## src/rtl/rle1_pkg.sv

```systemverilog
// Shared types and field layout for the rle1 arbiter and its encoder channels.
// Input words are {symbol, last}; encoder output words are {symbol, count[3:0], last}.
package rle1_pkg;

    typedef enum logic [1:0] {
        IDLE  = 2'd0,
        GRANT = 2'd1,
        DRAIN = 2'd2
    } arb_state_e;

    localparam int IN_W   = 2;
    localparam int IN_SYM  = 1;
    localparam int IN_LAST = 0;

    localparam int OUT_W      = 6;
    localparam int OUT_SYM    = 5;
    localparam int OUT_CNT_HI = 4;
    localparam int OUT_CNT_LO = 1;
    localparam int OUT_LAST   = 0;

    localparam int FRAME_CNT_W = 8;

endpackage

```

## src/rtl/rle1_rr_pick.sv

```systemverilog
// Two-way round-robin pick: a lone requester wins outright, a tie goes to prio.
module rle1_rr_pick (
    input  logic [1:0] vld,
    input  logic       prio,
    output logic       gnt_vld,
    output logic       gnt_idx
);

    always_comb begin
        gnt_vld = |vld;
        gnt_idx = 1'b0;
        case (vld)
            2'b01:   gnt_idx = 1'b0;
            2'b10:   gnt_idx = 1'b1;
            2'b11:   gnt_idx = prio;
            default: gnt_idx = 1'b0;
        endcase
    end

endmodule

```

## src/rtl/rle1_arb.sv

```systemverilog
// Frame-level arbiter sharing one external rle1 encoder between two requesters.
// state | meaning: IDLE = no frame, arbitrating | GRANT = owner streams symbols in | DRAIN = waiting for owner's last run
module rle1_arb
    import rle1_pkg::*;
#(
    parameter int unsigned PRIO_INIT = 0
) (
    input  logic                   clk,
    input  logic                   reset,

    input  logic [IN_W-1:0]        in0_r,
    input  logic                   in0_r_vld,
    output logic                   in0_r_rdy,
    input  logic [IN_W-1:0]        in1_r,
    input  logic                   in1_r_vld,
    output logic                   in1_r_rdy,

    output logic [IN_W-1:0]        enc_in,
    output logic                   enc_in_vld,
    input  logic                   enc_in_rdy,

    input  logic [OUT_W-1:0]       enc_out,
    input  logic                   enc_out_vld,
    output logic                   enc_out_rdy,

    output logic [OUT_W-1:0]       out0_s,
    output logic                   out0_s_vld,
    input  logic                   out0_s_rdy,
    output logic [OUT_W-1:0]       out1_s,
    output logic                   out1_s_vld,
    input  logic                   out1_s_rdy,

    output logic                   busy,
    output logic                   owner,
    output logic [FRAME_CNT_W-1:0] frames0,
    output logic [FRAME_CNT_W-1:0] frames1
);

    localparam logic PRIO_RST = 1'(PRIO_INIT);

    arb_state_e             state_q, state_d;
    logic                   owner_q, owner_d;
    logic                   prio_q, prio_d;
    logic                   busy_q, busy_d;
    logic [FRAME_CNT_W-1:0] frames0_q, frames0_d;
    logic [FRAME_CNT_W-1:0] frames1_q, frames1_d;

    logic gnt_vld;
    logic gnt_idx;
    logic in_xfer_last;
    logic out_xfer_last;

    rle1_rr_pick u_pick (
        .vld     ({in1_r_vld, in0_r_vld}),
        .prio    (prio_q),
        .gnt_vld (gnt_vld),
        .gnt_idx (gnt_idx)
    );

    // Input side is connected only while the owner is still sending its frame.
    always_comb begin
        enc_in     = '0;
        enc_in_vld = 1'b0;
        in0_r_rdy  = 1'b0;
        in1_r_rdy  = 1'b0;
        if (state_q == GRANT) begin
            enc_in     = owner_q ? in1_r : in0_r;
            enc_in_vld = owner_q ? in1_r_vld : in0_r_vld;
            in0_r_rdy  = ~owner_q & enc_in_rdy;
            in1_r_rdy  = owner_q & enc_in_rdy;
        end
    end

    always_comb begin
        out0_s      = '0;
        out0_s_vld  = 1'b0;
        out1_s      = '0;
        out1_s_vld  = 1'b0;
        enc_out_rdy = 1'b0;
        if (state_q != IDLE) begin
            if (owner_q) begin
                out1_s      = enc_out;
                out1_s_vld  = enc_out_vld;
                enc_out_rdy = out1_s_rdy;
            end else begin
                out0_s      = enc_out;
                out0_s_vld  = enc_out_vld;
                enc_out_rdy = out0_s_rdy;
            end
        end
    end

    assign in_xfer_last  = enc_in_vld & enc_in_rdy & enc_in[IN_LAST];
    assign out_xfer_last = enc_out_vld & enc_out_rdy & enc_out[OUT_LAST];

    // A last run seen during GRANT is just routed; only DRAIN closes the frame.
    always_comb begin
        state_d   = state_q;
        owner_d   = owner_q;
        prio_d    = prio_q;
        frames0_d = frames0_q;
        frames1_d = frames1_q;
        case (state_q)
            IDLE: begin
                if (gnt_vld) begin
                    owner_d = gnt_idx;
                    prio_d  = ~gnt_idx;
                    state_d = GRANT;
                end
            end
            GRANT: begin
                if (in_xfer_last) begin
                    state_d = DRAIN;
                end
            end
            DRAIN: begin
                if (out_xfer_last) begin
                    state_d = IDLE;
                    if (owner_q) begin
                        frames1_d = frames1_q + FRAME_CNT_W'(1);
                    end else begin
                        frames0_d = frames0_q + FRAME_CNT_W'(1);
                    end
                end
            end
            default: state_d = IDLE;
        endcase
        busy_d = (state_d != IDLE);
    end

    always_ff @(posedge clk or posedge reset) begin
        if (reset) begin
            state_q   <= IDLE;
            owner_q   <= 1'b0;
            prio_q    <= PRIO_RST;
            busy_q    <= 1'b0;
            frames0_q <= '0;
            frames1_q <= '0;
        end else begin
            state_q   <= state_d;
            owner_q   <= owner_d;
            prio_q    <= prio_d;
            busy_q    <= busy_d;
            frames0_q <= frames0_d;
            frames1_q <= frames1_d;
        end
    end

    assign busy    = busy_q;
    assign owner   = owner_q;
    assign frames0 = frames0_q;
    assign frames1 = frames1_q;

endmodule

```

## config.mk

```make
export PLATFORM = sky130hd
export DESIGN_NAME = rle1_arb
export DESIGN_NICKNAME = d
export VERILOG_FILES = /design/src/rtl/rle1_pkg.sv /design/src/rtl/rle1_rr_pick.sv /design/src/rtl/rle1_arb.sv
export SDC_FILE = /design/constraint.sdc
export NUM_CORES = 1
export LEC_CHECK = 0
export ABC_AREA = 1
export BUFFER_PORTS_ARGS = -buffer_cell sky130_fd_sc_hd__buf_2
export CAP_MARGIN = 20
export CORE_ASPECT_RATIO = 0.6
export CORE_MARGIN = 1
export CORE_UTILIZATION = 53
export CTS_BUF_LIST = sky130_fd_sc_hd__clkbuf_8
export CTS_CLUSTER_DIAMETER = 200
export DETAILED_ROUTE_END_ITERATION = 12
export PLACE_DENSITY = 0.91
export SLEW_MARGIN = 0
export SYNTH_ARGS = -nofsm -noshare
export SYNTH_HDL_FRONTEND = slang
export SYNTH_SLANG_ARGS = --single-unit
```

## constraint.sdc

```tcl
create_clock -name clk -period 1.9 [get_ports clk]
set_input_delay 0.57 -clock clk [delete_from_list [all_inputs] [get_ports clk]]
set_output_delay 0.57 -clock clk [all_outputs]
set_load 0.05 [all_outputs]
```

==> out/results.ini, run 1 <==
[global_route]
antenna_found_initial=0
grt_max_degree=22

[floorplan]
io_pins=56
die_w_um=66.5
fp.dieH_um=40.7
start_util=0.586
placementRows=13

[logic_synthesis]
synth_flop_cell=dfrtp_1
avgSynthCellArea_um2=7.08
synth_edf_count=0
synth_area_leaders=dfrtp_1, nand2_1, inv_1
yosys.area.top_type=dfrtp_1
syn-instance-count=187
synth.most_common_cell=nand2_1
syn_area_um2=1320
synth_seq_area_share=0.397
synth-async-reset-ratio=1.00
synth.top_cells.by_count=nand2_1, inv_1, dfrtp_1
ys_types=21
synth_top_area_frac=0.397
yosysWarnings=0
ys_ff_latch=21
synth_nets=207

[clock_tree]
clockRootBuffer=clkbuf_8
clockBufferDepth=2
cts.sinks=21
h-tree-depth=1
numCtsBuffers=3

[placement]
hpwl_mm=2.63
dp_cells=275
routabilityCongestion=0.824
place_ws_ps=104
port_buffers=55

[outcome]
stop_stage=global routing
outcome=did not finish
tool.error=[ERROR DPL-0033] detailed placement checks failed during check placement.

[timing]
crit_endpoint=out0_s[0]
worst-ep-kind=primary output

==> repair_timing <==
item | CTS
hold endpoints to repair | 0
gates cloned | 2
pin swaps | 1
hold buffers | 0
setup endpoints to repair | 20
resized for setup | 45
setup buffers | 4
==> kinds of logic after synthesis <==
family,count (synthesis),synth area share
AO/OA/AOI/OAI,13,0.0567
XOR/XNOR,10,0.0662
adder cells (fa/ha/maj),2,0.0189
buffers and inverters,30,0.0936
flip-flops,21,0.397
AND/OR/NAND/NOR,111,0.368
==> per-stage QoR <==
step	instance area (um2)	hold WS [ps]
CTS	2120	328
floorplan	1490	460
global placement	1840	496
detailed placement	1840	490
==> inputs of run 2 (changes only) <==
CORE_AREA = 2 2 63 65   (was not set)
CORE_ASPECT_RATIO = not set   (was 0.6)
CORE_MARGIN = not set   (was 1)
CORE_UTILIZATION = not set   (was 53)
CTS_BUF_LIST = not set   (was sky130_fd_sc_hd__clkbuf_8)
CTS_CLUSTER_DIAMETER = not set   (was 200)
DIE_AREA = 0 0 65 67   (was not set)
PLACE_DENSITY = not set   (was 0.91)
PLACE_DENSITY_LB_ADDON = 0.15   (was not set)
==> run 2 against run 1 <==
Against the previous run: the run now ends clean; synthesized cell count stayed put; area after synthesis unchanged.
==> out/results.ini, run 2 <==
[clock_tree]
h-tree-depth=1
clockBufferDepth=2
path_clk_slew_ps=70
clockRootBuffer=clkbuf_8
clk_latency_ps=250
cts.sinks=21
cts_tree=built
numCtsBuffers=3
holdBufCountCts=0

[routing]
antenna_left=0
drt-total-wl_mm=3.10
drt_drc_violations_left=0
wl_per_cell_um=10.4
viasPerCell=4.45
drtIter0Drc=34
vias=1331
dr.pass1.iters=4

[timing]
slew_headroom=0.812
clock-skew-final_ps=1.46
min_period_ps=1860
tightest_slew_ps=280
finalCritPeriodShare=0.980
fin_setup_tns_ps=0
final_hold_viol_count=0
max_freq_ghz=0.537
hold_slack_ps=332
rsz0062_at_grt=true
finalWorstSetupSlack_ps=37.3
slew_viol_final=0
finalSetupViolations=0

[global_route]
grt_pass1_wl_mm=5.07
grt_pass1_vias=1190
track_usage=0.148
antenna_found_initial=0
grt_max_degree=22
grt_remaining_overflow=0

[final_layout]
fin_cells=299
antenna_cells=0
drive_above_1_share=0.406
layout_common_cells=nand2_1, buf_2, inv_1, dfrtp_1, buf_6
postLayoutCellArea_um2=2050
fin_nets=272
utilization=0.569
final_common_cell=nand2_1
area_growth_pct=54.9

[logic_synthesis]
syn_area_um2=1320
synth_top_area_frac=0.397
synth-async-reset-ratio=1.00
yosys.area.top_type=dfrtp_1
yosysWarnings=0
syn-instance-count=187
synth_nets=207
synth.top_cells.by_count=nand2_1, inv_1, dfrtp_1
synth_edf_count=0
synth_seq_area_share=0.397
synth_flop_cell=dfrtp_1
synth_area_leaders=dfrtp_1, nand2_1, inv_1
ys_types=21
ys_ff_latch=21
avgSynthCellArea_um2=7.08
synth.most_common_cell=nand2_1

[setup_path]
arrival_ps=1290
cp-start-kind=flip-flop
cp_max_fo=13
cp-end-kind=output pin
path_class=flip-flop to output pin
required_ps=1330

[placement]
dp_cells=292
hpwl_mm=2.30
place_ws_ps=113
routabilityCongestion=0.746
place_area_um2=1850
port_buffers=55

[floorplan]
fp.dieH_um=67
die-area_um2=4360
core_area_um2=3610
start_util=0.367
placementRows=22
die_w_um=65
io_pins=56

[flow_run]
cap_violations=0

[worst_hold_path]
hp-class=input pin to async pin

[outcome]
outcome=completed

[power_and_ir_drop]
p_leak_nw=1.15
power.density_nw_per_um2=1400
peakVddDrop_mv=0.656
finalPower_mw=2.87

run 2: cell counts after synthesis:
No cell type changed its count.
run 2: worst paths after layout:
check | start | endpoint | slack, ps | depth (start not counted)
min | reset | frames0[4] | 330 | 3
min in group clk | prio_q | prio_q | 500 | 2
min reg2reg | prio_q | prio_q | 500 | 2
max reg2reg | state_q[1] | frames1[6] | 390 | 10
max | owner | out0_s[1] | 40 | 3
max in group asynchronous | reset | owner | 1340 | 3
run 2: worst max-delay path, cell delays in order, from the launching register on:
cell	delay, ps
dfrtp_2	440
buf_8	160
nor3_2	180
clkbuf_4	250
run 2: per-layer routing:
layer  vias to the layer above  global-route usage  share of wire
met1                       572               0.191           0.47
met4                         0              0.0505         0.0055
met3                         2              0.0253          0.071
met2                        48               0.249           0.45
met5                         -                   0              0
li1                        709                   -              -
run 2: what timing repair did:
action / 4_1_cts / 5_1_grt
setup buffers: 0 / 2
endpoints found under the setup margin: 12 / 20
pin swaps: 0 / 1
gates resized for setup: 18 / 22
cloned: 0 / 1
run 2: power breakdown:
group          switching, mW  total, mW  leakage, nW  internal, mW
Sequential            0.0783      0.603        0.269         0.525
Clock                  0.132      0.281       0.0228         0.149
Combinational           1.32       1.99        0.854         0.671
Total                   1.53       2.87         1.15          1.34
run 2: final cells by class:
type / count / area [um2]
flip-flops and latches: 21 / 528
inverters: 27 / 116
fillers: 332 / 1560
clock buffers: 4 / 45.0
repair buffers: 63 / 463
multi-input cells: 136 / 838
well taps: 48 / 60.1
run 2: logic make-up (layout without fill, tap and decap cells):
kind of cell / Yosys count / count (layout) / share of synthesized area
and+or+nand+nor: 111 / 111 / 0.368
buffers and inverters: 30 / 94 / 0.0936
DFF: 21 / 21 / 0.397
AOI/OAI and AO/OA: 13 / 13 / 0.0567
xor gates and xnor gates: 10 / 10 / 0.0662
adders and majority gates: 2 / 2 / 0.0189
Power figures use the tool's default switching activity.
